===== src/rtl/bert_pkg.sv =====
// Shared types and constants for the PRBS-13 bit-error-ratio tester.
package bert_pkg;

  localparam int unsigned PRBS13_W     = 13;
  localparam int unsigned CNT_W_DEF    = 32;
  localparam int unsigned SYNC_WIN_DEF = 64;

  localparam logic [PRBS13_W-1:0] PRBS13_SEED = 13'h1FFF;

  // Test sequencer states
  typedef enum logic [2:0] {
    IDLE    = 3'd0,
    LOAD    = 3'd1,
    SYNC    = 3'd2,
    MEASURE = 3'd3,
    DONE    = 3'd4
  } state_t;

endpackage


===== src/rtl/bert_sat_counter.sv =====
// Saturating event counter with synchronous clear and a sticky saturation flag.
module bert_sat_counter
  import bert_pkg::*;
#(
  parameter int unsigned CNT_W = CNT_W_DEF
) (
  input  logic             i_clk,
  input  logic             i_rst_n,
  input  logic             i_clr,
  input  logic             i_inc,
  output logic [CNT_W-1:0] o_count,
  output logic             o_sat
);

  localparam logic [CNT_W-1:0] CNT_MAX = '1;

  logic [CNT_W-1:0] r_count;
  logic             r_sat;

  // Count up to all-ones, then hold; the flag rises as the count reaches all-ones
  always_ff @(posedge i_clk or negedge i_rst_n) begin
    if (!i_rst_n) begin
      r_count <= '0;
      r_sat   <= 1'b0;
    end else if (i_clr) begin
      r_count <= '0;
      r_sat   <= 1'b0;
    end else if (i_inc) begin
      if (r_count == CNT_MAX) begin
        r_sat <= 1'b1;
      end else begin
        r_count <= r_count + CNT_W'(1);
        if (r_count == CNT_MAX - CNT_W'(1)) begin
          r_sat <= 1'b1;
        end
      end
    end
  end

  assign o_count = r_count;
  assign o_sat   = r_sat;

endmodule


===== src/rtl/bert_seq_ctrl.sv =====
// Test sequencer: seeds the PRBS-13 generator/checker, waits for checker sync,
// then measures bit and error counts over a programmed test length.
module bert_seq_ctrl
  import bert_pkg::*;
#(
  parameter int unsigned          CNT_W    = CNT_W_DEF,
  parameter int unsigned          SYNC_WIN = SYNC_WIN_DEF,
  parameter logic [PRBS13_W-1:0]  SEED     = PRBS13_SEED
) (
  input  logic                i_clk,
  input  logic                i_rst_n,
  input  logic                i_start,
  input  logic                i_abort,
  input  logic [CNT_W-1:0]    i_test_len,
  input  logic                i_rx_valid,
  input  logic                i_rx_err,
  output logic                o_gen_load,
  output logic                o_chk_load,
  output logic                o_gen_en,
  output logic [PRBS13_W-1:0] o_seed,
  output logic                o_busy,
  output logic                o_synced,
  output logic                o_done,
  output logic [CNT_W-1:0]    o_bit_count,
  output logic [CNT_W-1:0]    o_err_count,
  output logic                o_err_ovf
);

  localparam int unsigned     WIN_W    = $clog2(SYNC_WIN + 1);
  localparam logic [WIN_W-1:0] WIN_LAST = WIN_W'(SYNC_WIN - 1);

  state_t           r_state;
  logic [CNT_W-1:0] r_len;
  logic [WIN_W-1:0] r_win;
  logic [CNT_W-1:0] r_bit_count;
  logic             r_gen_load;
  logic             r_chk_load;
  logic             r_gen_en;
  logic             r_busy;
  logic             r_synced;
  logic             r_done;

  logic w_good;
  logic w_bad;
  logic w_start_acc;
  logic w_sync_hit;
  logic w_meas_bit;
  logic w_last_bit;
  logic w_err_inc;

  // Qualified events that steer the sequencer and counters
  assign w_good      = i_rx_valid & ~i_rx_err;
  assign w_bad       = i_rx_valid & i_rx_err;
  assign w_start_acc = i_start & ~i_abort & ((r_state == IDLE) | (r_state == DONE));
  assign w_sync_hit  = (r_state == SYNC) & w_good & (r_win == WIN_LAST);
  assign w_meas_bit  = (r_state == MEASURE) & i_rx_valid & ~i_abort;
  assign w_last_bit  = w_meas_bit & (r_bit_count == r_len - CNT_W'(1));
  assign w_err_inc   = w_meas_bit & i_rx_err;

  // Sequencer: state register plus outputs decoded from the state being entered
  always_ff @(posedge i_clk or negedge i_rst_n) begin
    if (!i_rst_n) begin
      r_state    <= IDLE;
      r_gen_load <= 1'b0;
      r_chk_load <= 1'b0;
      r_gen_en   <= 1'b0;
      r_busy     <= 1'b0;
      r_synced   <= 1'b0;
      r_done     <= 1'b0;
    end else begin
      r_gen_load <= 1'b0;
      r_chk_load <= 1'b0;
      if (i_abort) begin
        r_state  <= IDLE;
        r_gen_en <= 1'b0;
        r_busy   <= 1'b0;
        r_synced <= 1'b0;
        r_done   <= 1'b0;
      end else begin
        case (r_state)
          IDLE, DONE: begin
            if (w_start_acc) begin
              r_state    <= LOAD;
              r_gen_load <= 1'b1;
              r_chk_load <= 1'b1;
              r_gen_en   <= 1'b0;
              r_busy     <= 1'b1;
              r_synced   <= 1'b0;
              r_done     <= 1'b0;
            end
          end
          LOAD: begin
            r_state  <= SYNC;
            r_gen_en <= 1'b1;
            r_busy   <= 1'b1;
          end
          SYNC: begin
            if (w_sync_hit) begin
              if (r_len == '0) begin
                r_state  <= DONE;
                r_gen_en <= 1'b0;
                r_busy   <= 1'b0;
                r_done   <= 1'b1;
              end else begin
                r_state  <= MEASURE;
                r_synced <= 1'b1;
              end
            end else if (w_bad) begin
              r_chk_load <= 1'b1;
            end
          end
          MEASURE: begin
            if (w_last_bit) begin
              r_state  <= DONE;
              r_gen_en <= 1'b0;
              r_busy   <= 1'b0;
              r_synced <= 1'b0;
              r_done   <= 1'b1;
            end
          end
          default: begin
            r_state  <= IDLE;
            r_gen_en <= 1'b0;
            r_busy   <= 1'b0;
            r_synced <= 1'b0;
            r_done   <= 1'b0;
          end
        endcase
      end
    end
  end

  // Run of consecutive clean bits seen while acquiring sync
  always_ff @(posedge i_clk or negedge i_rst_n) begin
    if (!i_rst_n) begin
      r_win <= '0;
    end else if (i_abort || (r_state != SYNC) || w_sync_hit || w_bad) begin
      r_win <= '0;
    end else if (w_good) begin
      r_win <= r_win + WIN_W'(1);
    end
  end

  // Test length captured when a start is accepted
  always_ff @(posedge i_clk or negedge i_rst_n) begin
    if (!i_rst_n) begin
      r_len <= '0;
    end else if (w_start_acc) begin
      r_len <= i_test_len;
    end
  end

  // Measured bit counter; stops at the test length so it cannot wrap
  always_ff @(posedge i_clk or negedge i_rst_n) begin
    if (!i_rst_n) begin
      r_bit_count <= '0;
    end else if (w_start_acc) begin
      r_bit_count <= '0;
    end else if (w_meas_bit) begin
      r_bit_count <= r_bit_count + CNT_W'(1);
    end
  end

  bert_sat_counter #(
    .CNT_W (CNT_W)
  ) u_err_cnt (
    .i_clk   (i_clk),
    .i_rst_n (i_rst_n),
    .i_clr   (w_start_acc),
    .i_inc   (w_err_inc),
    .o_count (o_err_count),
    .o_sat   (o_err_ovf)
  );

  assign o_gen_load  = r_gen_load;
  assign o_chk_load  = r_chk_load;
  assign o_gen_en    = r_gen_en;
  assign o_seed      = SEED;
  assign o_busy      = r_busy;
  assign o_synced    = r_synced;
  assign o_done      = r_done;
  assign o_bit_count = r_bit_count;

endmodule

===== config.mk =====
export PLATFORM = sky130hd
export DESIGN_NAME = bert_seq_ctrl
export DESIGN_NICKNAME = d
export VERILOG_FILES = /design/src/rtl/bert_pkg.sv /design/src/rtl/bert_sat_counter.sv /design/src/rtl/bert_seq_ctrl.sv
export SDC_FILE = /design/constraint.sdc
export NUM_CORES = 1
export LEC_CHECK = 0
export CAP_MARGIN = 5
export CORE_UTILIZATION = 52
export CTS_CLUSTER_DIAMETER = 100
export DETAILED_ROUTE_END_ITERATION = 7
export MAX_ROUTING_LAYER = met4
export PLACE_DENSITY = 0.79
export RECOVER_POWER = 50
export SLEW_MARGIN = 30
export SYNTH_ARGS = -nofsm -noshare
export SYNTH_HDL_FRONTEND = slang
export SYNTH_SLANG_ARGS = --single-unit

===== constraint.sdc =====
create_clock -name i_clk -period 5 [get_ports i_clk]
set_input_delay 1 -clock i_clk [delete_from_list [all_inputs] [get_ports i_clk]]
set_output_delay 1 -clock i_clk [all_outputs]
set_load 0.1 [all_outputs]

==> results of run 1 <==
==> cells in the final DEF (no fill, tap or decap), drive strengths merged, types with 7 or more instances in the layout <==
master         instances
o21ai                 33
clkbuf                24
nand2                141
dfrtp                113
conb                  13
xor2                  46
nor4                  14
and4                   8
clkdlybuf4s50         85
clkinv                 7
xnor2                 46
dlygate4sd3           21
inv                   21
nand4                 19
nand4b                 7
nand2b                 8
a21oi                 26
or3                   18
nor2                  86
nor3                  31
nand3                 19
and3                  16
==> state kept, by name, summed over array words and instances, names as in the netlist <==
| register | cells |
|---|---|
| r_win | 7 |
| r_state | 3 |
| o_chk_load | 1 |
| u_err_cnt.o_count | 32 |
| o_synced | 1 |
| o_gen_load | 1 |
| o_bit_count | 32 |
| u_err_cnt.o_sat | 1 |
| o_gen_en | 1 |
| o_done | 1 |
| o_busy | 1 |
| r_len | 32 |
==> worst max-delay path by stage <==
stage,start,end,slack [ns],cells after the start
floorplan,r_len[0],o_busy,1.46,11
global placement,i_rx_valid,o_busy,0.86,9
detailed placement,i_rx_valid,o_busy,0.80,9
CTS,r_len[0],o_busy,1.06,10
global route,i_rst_n,o_bit_count[22],0.59,3
finish,r_len[0],o_busy,1.06,10
==> critical path, stage by stage, from the launching register on <==
cell       delay [ns]
dfrtp_1          0.42
inv_1            0.11
ha_1             0.23
nor4b_4          0.47
nand4_4          0.26
or4_4            0.55
a2111oi_4        0.34
nand4b_1         0.13
or4_1            0.60
or4_4            0.56
a22oi_1          0.16
==> stage by stage <==
| stage | total power (W) | worst slack, ns |
|---|---|---|
| floorplan | 0.00237 | 1.46 |
| finish | 0.00387 | 1.06 |
| global placement | 0.00268 | 0.858 |
| detailed placement | 0.00271 | 0.804 |
| CTS | 0.00388 | 1.06 |
| global route | 0.00409 | 0.593 |
==> per-layer routing <==
layer  global-route usage [%]  part of all wire (%)  up-vias
met3                     7.38                   5.8       36
met5                        -                     0        -
met2                     46.7                    49      182
met1                     36.4                    43     2905
li1                         -                     -     2830
met4                     11.3                   1.8        0
==> cells by family after synthesis <==
| kind of cell | count (synthesis) | synth area share (%) |
|---|---|---|
| compound gates | 94 | 9.10 |
| mux | 7 | 1.10 |
| other cells | 1 | 0.0567 |
| buf+inv | 60 | 4.41 |
| xor+xnor | 92 | 12.2 |
| flops | 113 | 42.7 |
| simple gates | 395 | 29.5 |
| fa+ha+maj | 5 | 0.946 |
==> area by class of cell <==
class,count,area [um^2]
clock inverters,11,114
fillers,1008,3860
multi-input cells,606,3540
inverters,21,78.8
well taps,168,210
clock buffers,21,450
flip-flops and latches,113,2830
repair buffers,114,1130
==> where the power goes <==
group	leakage, nW	internal [W]	switching [W]	total (W)
clock	0.276	0.000739	0.000423	0.00116
combinational	1.84	0.000469	0.000877	0.00135
sequential	1.52	0.00108	0.000284	0.00136
total	3.63	0.00229	0.00158	0.00387
==> flow_summary.yaml, run 1 <==
cts:
  root_buffer: "clkbuf_16"
  cts_hold_buf: 0
  cts_max_level: 4
  clock-sinks: 113
  path_clk_slew_ns: 0.06
  cts_setup_buffers: 0
  clk_latency_ns: 0.42
  cts_made_buffers: 17
  max-clock-path-buffers: 2
  cts_tree: "done"
  cts_resized: 0
job:
  maxCapViolations: 2
die:
  start_util_pct: 54.2
  num_io_pins: 122
  die_y_um: 115
  die_area_um2: 13200
  rows: 40
  core_area_um2: 12200
  die_width_um: 115
hold_path:
  hold_end: "r_len[17]"
  hold_class: "reg -> reg"
  hold_path.startpoint: "r_len[17]"
  hold_depth: 2
yosys:
  synthMostInstantiatedCell: "nand2_1"
  avgSynthCellArea_um2: 8.62
  synth_cell_type_count: 64
  synth_seq_area_share_pct: 42.7
  synth.largest_area_cell: "dfrtp_1"
  async_flop_share_pct: 100
  synth_edf_count: 0
  yosys_warnings: 0
  synth_top_area_share_pct: 42.7
  synth_area_leaders: "dfrtp_1 (43%), nand2_1 (8.0%), xnor2_1 (6.1%)"
  netlist_area_um2: 6620
  synth_ff_type: "dfrtp_1"
  ys_top_cells_by_count: "nand2_1 (141), dfrtp_1 (113), nor2_1 (86)"
  ys_ff_latch: 113
  synthCells: 767
sta:
  grt_setup_unrepaired: "no"
  fin_skew_ns: 0.00624
  tightest_slew_ns: 1.84
  post-route-min-period_ns: 3.94
  tns_ns: 0
  whs_ns: 0.542
  hold_viol_final: 0
  setup_viol: 0
  clock.fmax_mhz: 254
  slew_violations: 66
  min_period_over_period_pct: 78.8
  relSlewSlack_pct: -22.5
route:
  drtIter0Drc: 382
  drc_errors: 0
  vias: 5953
  wl_per_cell_um: 16.7
  drt-total-wl_mm: 17.6
  drt_pass1_iterations: 5
  viasPerCell: 5.65
  postRouteAntennaNets: 0
setup_path:
  ff2ff_setup_slack_ns: 1.06
  critPathRequiredTime_ns: 5.33
  r2r_start: "r_len[0]"
  critPathKind: "reg -> reg"
  endpoint_kind: "flop"
  cp_max_fo: 8
  worst_r2r_path_depth: 10
  crit_path_start_kind: "flop"
  crit_arrival_ns: 4.27
  r2r_end: "o_busy"
status:
  violations: "max-capacitance violations, max-slew violations"
  status: "finished with violations"
finish:
  drive_above_1_share_pct: 5.98
  area_growth_pct: 26.3
  fin_util_pct: 68.4
  stdcell_area_um2: 8350
  diodes: 0
  fin_nets: 916
  final_cell_count_no_fill: 1054
placement:
  placed_cell_area_um2: 7800
  place_congestion: 0.877
  place_inst: 1022
  dp_hpwl_mm: 12.4
  port-buffer-count: 108
global_route:
  grt_max_degree: 80
  antenna_found_initial: 0
  grt_usage_pct: 29.4
  grt_pass1_vias: 5825
  gr-total-overflow: 0
  grt_pass1_wl_mm: 28.9
pwr:
  power.density_nw_per_um2: 464
  leakage_nw: 3.63
  ir_drop_v: 0.000252
Note: power is estimated with default switching activity, not from simulation.
==> inputs of run 2 (changes only) <==
Clock period 5 ns to 3.7 ns, I/O delays scaled along.
==> run 2 against run 1 <==
  * The flow still finishes with violations (max-capacitance violations, max-slew violations)
  * Cell area up 0.87%
  * Non-clock buffer count up 12
  * Critical path depth down 3
  * Core utilization up 0.59 points
  * Largest power group is now combinational cells
==> flow_summary.yaml, run 2 (synthesis gave the netlist of run 1 again) <==
sta:
  grt_setup_unrepaired: "no"
  clock.fmax_mhz: 293
  post-route-min-period_ns: 3.42
  relSlewSlack_pct: -49.8
  fin_ws_ns: 0.283
  setup_viol: 0
  tightest_slew_ns: 2.25
  min_period_over_period_pct: 92.4
  fin_skew_ns: 0.00894
  slew_violations: 91
  hold_viol_final: 0
  tns_ns: 0
pwr:
  leakage_nw: 3.67
  p_switching_w: 0.00217
  clkPwrFrac_pct: 30.5
  p_int_w: 0.00316
  p_comb_share_pct: 35.3
  p_sw_share_pct: 40.7
  ir_drop_v: 0.000381
  seq_power_share_pct: 34.2
  power.density_nw_per_um2: 632
global_route:
  grt_pass1_wl_mm: 29.2
  antenna_found_initial: 0
  gr-total-overflow: 0
  grt_max_degree: 91
  grtUsageMet2_pct: 47.4
  grt_use_met1_pct: 37.3
  grt_usage_pct: 29.9
  grt_pass1_vias: 5742
  grt.busiest_layer: "met2"
  met3_usage_pct: 7.22
setup_path:
  crit_arrival_ns: 3.74
  slowest_delay_ns: 1.07
  endpoint_kind: "flop"
  path_buf_inv: 3
  critPathRequiredTime_ns: 4.02
  ff2ff_setup_slack_ns: 0.28
  cp_cell_sequence: "clkdlybuf4s50_1 > nor3_1 > nand2_1 > inv_1 > clkbuf_2 > nand2_1 > o21ai_0"
  crit_top_cell: "nand2_1"
  critPathKind: "in -> reg"
  path_delay_family: "buffers and inverters"
  crit_path_start_kind: "primary input"
  critPathSlowestCell: "clkbuf_2"
  cp_max_fo: 68
route:
  wl_per_cell_um: 16.6
  postRouteAntennaNets: 0
  drc_errors: 0
  viasPerCell: 5.64
  drt-total-wl_mm: 17.7
  vias: 6017
  drt_pass1_iterations: 5
  drtIter0Drc: 515
placement:
  port-buffer-count: 108
  place_congestion: 0.941
  dp_hpwl_mm: 12.7
  place_ws_ns: 0.0874
die:
  num_io_pins: 122
  die_y_um: 115
  die_width_um: 115
  core_area_um2: 12200
  start_util_pct: 54.2
  die_area_um2: 13200
  rows: 40
status:
  status: "finished with violations"
  violations: "max-capacitance violations, max-slew violations"
cts:
  clk_latency_ns: 0.43
  cts_max_level: 4
  cts_tree: "done"
  clock-sinks: 113
  root_buffer: "clkbuf_16"
  cts_made_buffers: 17
  cts_hold_buf: 0
  max-clock-path-buffers: 2
  path_clk_slew_ns: 0.06
finish:
  area_growth_pct: 27.4
  drive_above_1_share_pct: 7.13
  final_cell_mix: "nand2_1 (141), dfrtp_1 (113), clkdlybuf4s50_1 (87), nor2_1 (86)"
  diodes: 0
  layout_commonest_cell: "nand2_1"
  final.fill_count: 1020
  multi_input_area_um2: 3550
  final-seq-area_um2: 2830
  fin_nets: 928
hold_path:
  hold_class: "reg -> reg"
job:
  maxCapViolations: 1
==> run 2: worst min-delay path: stages, from the launching register on <==
cell     delay (ns)
dfrtp_1        0.38
nand2_1        0.06
nand2_1        0.06
==> run 2: timing repair <==
action	in CTS	in global routing
buffers inserted	0	0
endpoints found under the setup margin	0	1
resized for setup	0	3
==> run 2: worst paths after layout <==
check	startpoint	to	cells after the start
hold / removal	r_len[13]	r_len[13]	2
min in group asynchronous	i_rst_n	o_bit_count[11]	1
hold reg to reg	r_len[13]	r_len[13]	2
setup reg to reg	r_len[11]	o_synced	9
setup / recovery	i_abort	r_len[21]	7
max in group asynchronous	i_rst_n	o_bit_count[24]	2
==> run 2: metal layers <==
metal,share of wire [%],vias up,wire (um)
met5,0,-,0
met4,2.1,0,367
met3,5.9,40,1050
met1,43,2913,7610
met2,49,212,8710
li1,-,2852,-
==> run 2: cell type report <==
cell class	count	area share, %
multi-input combinational	606	42.1
sequential	113	33.6
timing repair buffer	126	14.0
clock buffer	22	5.63
tap	168	2.50
clock inverter	10	1.29
inverter	21	0.936
==> run 2: power by group through the flow <==
stage	logic, W	clock network, W	registers (W)
after floorplan	0.00120	0	0.00200
after global placement	0.00184	0	0.00181
after detailed placement	0.00188	0	0.00182
after CTS	0.00189	0.00164	0.00181
after global routing	0.00206	0.00169	0.00186
final	0.00188	0.00162	0.00182
==> run 2: stage by stage <==
step           instances  instance area (um^2)  hold WS [ns]  power [W]  utilization (%)
2_1_floorplan        779                  6660         0.444    0.00320                -
3_3_place_gp        1034                  7870         0.522    0.00365             64.4
3_5_place_dp        1034                  7870         0.516    0.00370             64.4
4_1_cts             1066                  8450         0.422    0.00534             69.2
5_1_grt             1066                  8420         0.572    0.00560             69.0
6_report            1066                  8420         0.537    0.00532             69.0
==> inputs of run 3 (changes only) <==
Settings changed: CTS_CLUSTER_SIZE from default to 30.
==> results of run 3 <==
The final DEF is identical to that of run 2; final timing and power are the same.
